===== config.mk =====
export PLATFORM = sky130hd
export DESIGN_NAME = fft_stage_scheduler
export DESIGN_NICKNAME = d
export VERILOG_FILES = /design/src/rtl/fft_sched_pkg.sv /design/src/rtl/fft_addr_gen.sv /design/src/rtl/fft_stage_scheduler.sv
export SDC_FILE = /design/constraint.sdc
export NUM_CORES = 1
export LEC_CHECK = 0
export ABC_AREA = 1
export CAP_MARGIN = 25
export CORE_ASPECT_RATIO = 1.75
export CORE_MARGIN = 1
export CORE_UTILIZATION = 45
export CTS_CLUSTER_DIAMETER = 40
export CTS_CLUSTER_SIZE = 20
export DETAILED_ROUTE_END_ITERATION = 6
export PLACE_DENSITY = 0.79
export SKIP_LAST_GASP = 1
export SYNTH_ARGS = -nofsm -noshare
export SYNTH_HDL_FRONTEND = slang
export SYNTH_SLANG_ARGS = --single-unit

===== constraint.sdc =====
create_clock -name clk -period 2.6 [get_ports clk]
set_clock_uncertainty 0.2 [all_clocks]
set_input_delay 0.65 -clock clk [delete_from_list [all_inputs] [get_ports clk]]
set_output_delay 0.65 -clock clk [all_outputs]
set_load 0.01 [all_outputs]

===== src/rtl/fft_sched_pkg.sv =====
// Shared types and width helpers for the FFT stage scheduler.
package fft_sched_pkg;

  // Scheduler FSM states.
  typedef enum logic [2:0] {
    S_IDLE,
    S_RUN,
    S_GAP,
    S_DRAIN,
    S_DONE
  } sched_state_t;

  // Width of the stage index for an FFT of 2**n_log2 points.
  function automatic int stage_width(input int n_log2);
    return (n_log2 < 2) ? 1 : $clog2(n_log2);
  endfunction

  // Width of the butterfly counter k (0 .. N/2-1) and of the twiddle index.
  function automatic int k_width(input int n_log2);
    return n_log2 - 1;
  endfunction

endpackage


===== src/rtl/fft_addr_gen.sv =====
// Combinational radix-2 DIT address generator: (stage s, butterfly k) -> a, b, tw.
module fft_addr_gen
  import fft_sched_pkg::*;
#(
  parameter int N_LOG2 = 5
) (
  input  logic [stage_width(N_LOG2)-1:0] s,
  input  logic [k_width(N_LOG2)-1:0]     k,
  output logic [N_LOG2-1:0]              a,
  output logic [N_LOG2-1:0]              b,
  output logic [k_width(N_LOG2)-1:0]     tw
);

  localparam int KW = k_width(N_LOG2);
  localparam logic [N_LOG2-1:0] ONE_N = N_LOG2'(1);
  localparam logic [KW-1:0]     ONE_K = KW'(1);

  logic [N_LOG2-1:0] k_ext;
  logic [N_LOG2-1:0] span;
  logic [KW-1:0]     pos;

  // Split k into group and position, then place the pair 'span' apart.
  always_comb begin
    // NOTE: every variable assigned here gets a value on every path, so no latch is inferred.
    k_ext = {1'b0, k};
    span  = ONE_N << s;
    // At the last stage ONE_K << s wraps to zero, so the mask becomes all ones -- exactly what is wanted.
    pos   = k & ((ONE_K << s) - ONE_K);
    a     = (((k_ext >> s) << s) << 1) | {1'b0, pos};
    // Bit s of a is always clear, so OR is the same as adding span.
    b     = a | span;
    tw    = pos << (KW - int'(s));
  end

endmodule


===== src/rtl/fft_stage_scheduler.sv =====
// In-place radix-2 DIT FFT stage scheduler: sequences butterflies over all
// stages, issues operand reads and delayed write-backs, honours stall.
module fft_stage_scheduler
  import fft_sched_pkg::*;
#(
  parameter int N_LOG2    = 5,
  parameter int PRECISION = 0
) (
  input  logic                            clk,
  input  logic                            rst,
  input  logic                            start,
  input  logic                            stall,
  output logic                            rd_en,
  output logic [N_LOG2-1:0]               rd_addr_a,
  output logic [N_LOG2-1:0]               rd_addr_b,
  output logic [k_width(N_LOG2)-1:0]      tw_addr,
  output logic                            wr_en,
  output logic [N_LOG2-1:0]               wr_addr_a,
  output logic [N_LOG2-1:0]               wr_addr_b,
  output logic [stage_width(N_LOG2)-1:0]  stage,
  output logic                            busy,
  output logic                            done,
  output logic                            prec_sel
);

  localparam int SW = stage_width(N_LOG2);
  localparam int KW = k_width(N_LOG2);
  localparam logic [SW-1:0] LAST_STAGE = SW'(N_LOG2 - 1);
  localparam logic [KW-1:0] K_LAST     = '1;

  sched_state_t      state;
  logic [SW-1:0]     stage_q;
  logic [KW-1:0]     k_q;
  logic              busy_q;
  logic              done_q;
  logic              rd_fire;
  logic [N_LOG2-1:0] gen_a;
  logic [N_LOG2-1:0] gen_b;
  logic [KW-1:0]     gen_tw;
  logic              wr_en_q;
  logic [N_LOG2-1:0] wr_a_q;
  logic [N_LOG2-1:0] wr_b_q;

  fft_addr_gen #(.N_LOG2(N_LOG2)) u_addr_gen (
    .s  (stage_q),
    .k  (k_q),
    .a  (gen_a),
    .b  (gen_b),
    .tw (gen_tw)
  );

  // Stage sequencing FSM; everything except a start in IDLE freezes on stall.
  always_ff @(posedge clk or posedge rst) begin
    // NOTE: sequential state uses non-blocking assignments so all flops update together at the edge.
    if (rst) begin
      state   <= S_IDLE;
      stage_q <= '0;
      k_q     <= '0;
      busy_q  <= 1'b0;
      done_q  <= 1'b0;
    end else begin
      case (state)
        S_IDLE: begin
          if (start) begin
            state   <= S_RUN;
            busy_q  <= 1'b1;
            stage_q <= '0;
            k_q     <= '0;
          end
        end
        S_RUN: begin
          if (!stall) begin
            if (k_q == K_LAST) begin
              k_q   <= '0;
              state <= (stage_q == LAST_STAGE) ? S_DRAIN : S_GAP;
            end else begin
              k_q <= k_q + KW'(1);
            end
          end
        end
        S_GAP: begin
          if (!stall) begin
            state   <= S_RUN;
            stage_q <= stage_q + SW'(1);
          end
        end
        S_DRAIN: begin
          if (!stall) begin
            state  <= S_DONE;
            busy_q <= 1'b0;
            done_q <= 1'b1;
          end
        end
        S_DONE: begin
          if (!stall) begin
            state   <= S_IDLE;
            done_q  <= 1'b0;
            stage_q <= '0;
          end
        end
        default: state <= S_IDLE;
      endcase
    end
  end

  // One-cycle read latency: the pair read now is written back next non-stalled cycle.
  always_ff @(posedge clk or posedge rst) begin
    // NOTE: the write pipeline is reset so no pending write-back survives a reset.
    if (rst) begin
      wr_en_q <= 1'b0;
      wr_a_q  <= '0;
      wr_b_q  <= '0;
    end else if (!stall) begin
      wr_en_q <= rd_fire;
      wr_a_q  <= rd_addr_a;
      wr_b_q  <= rd_addr_b;
    end
  end

  assign rd_fire   = (state == S_RUN) && !stall;
  assign rd_en     = rd_fire;
  assign rd_addr_a = rd_fire ? gen_a  : '0;
  assign rd_addr_b = rd_fire ? gen_b  : '0;
  assign tw_addr   = rd_fire ? gen_tw : '0;

  assign wr_en     = wr_en_q && !stall;
  assign wr_addr_a = wr_en ? wr_a_q : '0;
  assign wr_addr_b = wr_en ? wr_b_q : '0;

  assign stage     = stage_q;
  assign busy      = busy_q;
  assign done      = done_q;
  assign prec_sel  = (PRECISION != 0) ? 1'b1 : 1'b0;

endmodule


==> run metrics, run 1 <==
metal2 WL=2874 um; antenna violations before repair=0; wire per inst=around 15 um; Final Power=2.245 mW; total gr overflow=0; Syn Nets=231; Max Slew Vio Count=0; number of synthesized flops with an enable pin=0; Die ar.=3667 sq um; DP HPWL=3079 um; top cells by count, synth=42 x nand2_1, 38 x inv_1, 24 x nor2_1; fin crit share=109.1%; final hold vios=0; Seq cells post-synth=23; met3 WL=172 um; drt via density=5.172; Post-Route M1 WL=1778 um; top-count cell post-synth=nand2_1; detailed router's first-iteration violation count=74; DR vias=1774; fin cells=343; Syn Std Cell Area=1539 sq um; Clock Pin Slew Worst Setup and Hold Paths=80 ps; IO Pins=36; DR top layer=met4; most frequently used flop master after synthesis=dfrtp_1; Num CTS Buffers=3; leakage=1.278 nW; worst-skew pair later-pin latency=270 ps; worst setup margin=-235.6 ps; CP startpoint kind=flop; PwrDens=906.8 nW/um^2; largest net degree at the start of global routing=24; Residual DRC=0; critical path capture point type=output pin; die width=46.21 um; Root Driver=clkbuf_8; outcome=complete, but fails checks; # diodes=0; CTS max path bufs=2; TritonCTS clock tree=built; min Tclk post-route=2836 ps; crit path kind=flop to output pin; GRT Overall Usage=29.12%; Post-synth ARST share=100.0%; Synth top area share=a little under two fifths; Worst Hold Class=flop to flop; top cells by area, synth=dfrtp_1 37%, nand2_1 10%, inv_1 9.3%, ha_1 7.3%, nand3_1 6.8%; vias in the first global route=about 1800; RSZ-0062 raised after global routing=true; CP Data Arrival Time=1990 ps; first-pass GRT wire length=approximately 7700 um; register area share after synthesis=37.40%; port buffer count=34; Worst VDD drop=0.6829 mV; placed insts=326; failing checks=negative setup slack; share of layout cells above drive strength 1=around two fifths; post-route ant nets=0; Avg Inst Size Synth=about 7.1 sq um; # hold bufs at CTS=0; synth warn=0; final setup violation count=10; Worst Path Required=1750 ps; die height=79.36 um; Area Overhead vs Synth=60.89%; DR pass1 iterations=4; Initial Util=47.95%; Synth cell types=32; max_cap viols=0; H-tree levels=1; Final Wtd Congestion=a little over 0.8; Yosys top cell by area=dfrtp_1; routed wire length=5054 um; peak fanout along the critical path=2; Max Fclk=about 0.35 GHz; Rows=27; NumNets Final=314; Synth Instances=218; CORE AREA=3209 sq um; clock sink total=23
==> flip-flops by register name (all words and copies together) (netlist names) <==
signal	cells
busy	1
done	1
k_q	4
stage	3
state	3
wr_a_q	5
wr_b_q	5
wr_en_q	1
==> timing repair <==
action / 4_1_cts / 5_1_grt
buffers inserted: 9 / 6
pin swaps: 21 / 12
gates resized for setup: 108 / 20
endpoints found under the setup margin: 26 / 12
cloned: 0 / 0
==> per-stage QoR <==
stage | hold slack (ps) | worst slack (ps) | setup TNS (ps) | area (sq um) | util, %
floorplan | 265.8 | 2.644 | 0 | 1550 | -
global placement | 284.3 | -439.7 | -10080 | 2182 | 67.99
detailed placement | 294.5 | -478.0 | -11240 | 2182 | 67.99
CTS | 315.8 | -204.0 | -712.7 | 2391 | 74.50
global route | 329.0 | -301.6 | -1905 | 2476 | 77.15
finish | 311.4 | -235.6 | -1184 | 2476 | 77.15
==> worst max-delay path, cell delays in order (launching register included) <==
cell and delay, ps:
dfrtp_2 430, inv_4 80, ha_4 140, ha_4 150, inv_4 50, ha_4 160, inv_2 60, nand2_4 50
nand3_4 70, o21ai_2 70, buf_4 150, o21ai_4 140, inv_2 50, buf_6 110
==> cell usage in the layout, fill, tap and decap left out, types with 3 or more instances in the layout <==
cell	count
o21ai_0	6
a21oi_1	7
clkdlybuf4s50_1	8
nand3_1	17
inv_2	9
buf_4	39
dlygate4sd2_1	12
a21oi_2	3
buf_6	8
o21ai_2	4
dfrtp_1	21
inv_1	31
nor2_4	3
ha_4	5
buf_2	10
nand3_2	3
nand2_2	8
inv_4	3
nand2_1	33
o21ai_1	10
clkbuf_8	3
nor2_1	18
nand2_4	4
nor2_2	8
==> cell type report <==
type | instances | area, sq um
fillers | 223 | 733.2
well taps | 43 | 53.80
inverters | 45 | 181.4
flip-flops and latches | 23 | 578.1
multi-input cells | 147 | 963.4
repair buffers | 81 | 654.4
clock buffers | 4 | 45.04
==> routing by layer <==
layer	up-vias	GRT usage [%]
met4	0	16.47
met1	838	28.67
met5	-	0
met3	23	3.409
met2	64	53.80
li1	849	-
==> path summary, 6_finish.rpt <==
check | endpoint | startpoint | slack, ps | cells past startpoint
min | wr_a_q[4] | wr_a_q[4] | 310 | 2
max in group asynchronous | stage[1] | rst | 1400 | 3
min in group asynchronous | wr_en_q | rst | 550 | 3
max | rd_addr_b[2] | stage[0] | -240 | 13
min reg2reg | wr_a_q[4] | wr_a_q[4] | 310 | 2
max reg2reg | wr_a_q[1] | stage[0] | 480 | 13
==> power breakdown <==
group          internal [mW]  leakage [nW]  switching (mW)
logic                  0.681         0.953           0.823
clock network          0.110        0.0228           0.121
registers              0.453         0.303          0.0574
==> kinds of logic after synthesis <==
kind of cell	synth area share (%)
and+or+nand+nor	29.51
buffers and inverters	12.19
AOI/OAI and AO/OA	13.33
DFF	37.40
adders and majority gates	7.317
other	0.2437
Note: power is estimated with default switching activity, not from simulation.
==> run 2: changes to the inputs <==
--- a/config.mk
+++ b/config.mk
@@ -13,6 +13,7 @@
 export CTS_CLUSTER_DIAMETER = 40
 export CTS_CLUSTER_SIZE = 20
 export DETAILED_ROUTE_END_ITERATION = 6
+export GPL_ROUTABILITY_DRIVEN = 0
 export PLACE_DENSITY = 0.79
 export SKIP_LAST_GASP = 1
 export SYNTH_ARGS = -nofsm -noshare
==> results of run 2 <==
No change in the layout: final DEF, timing and power equal those of run 1.
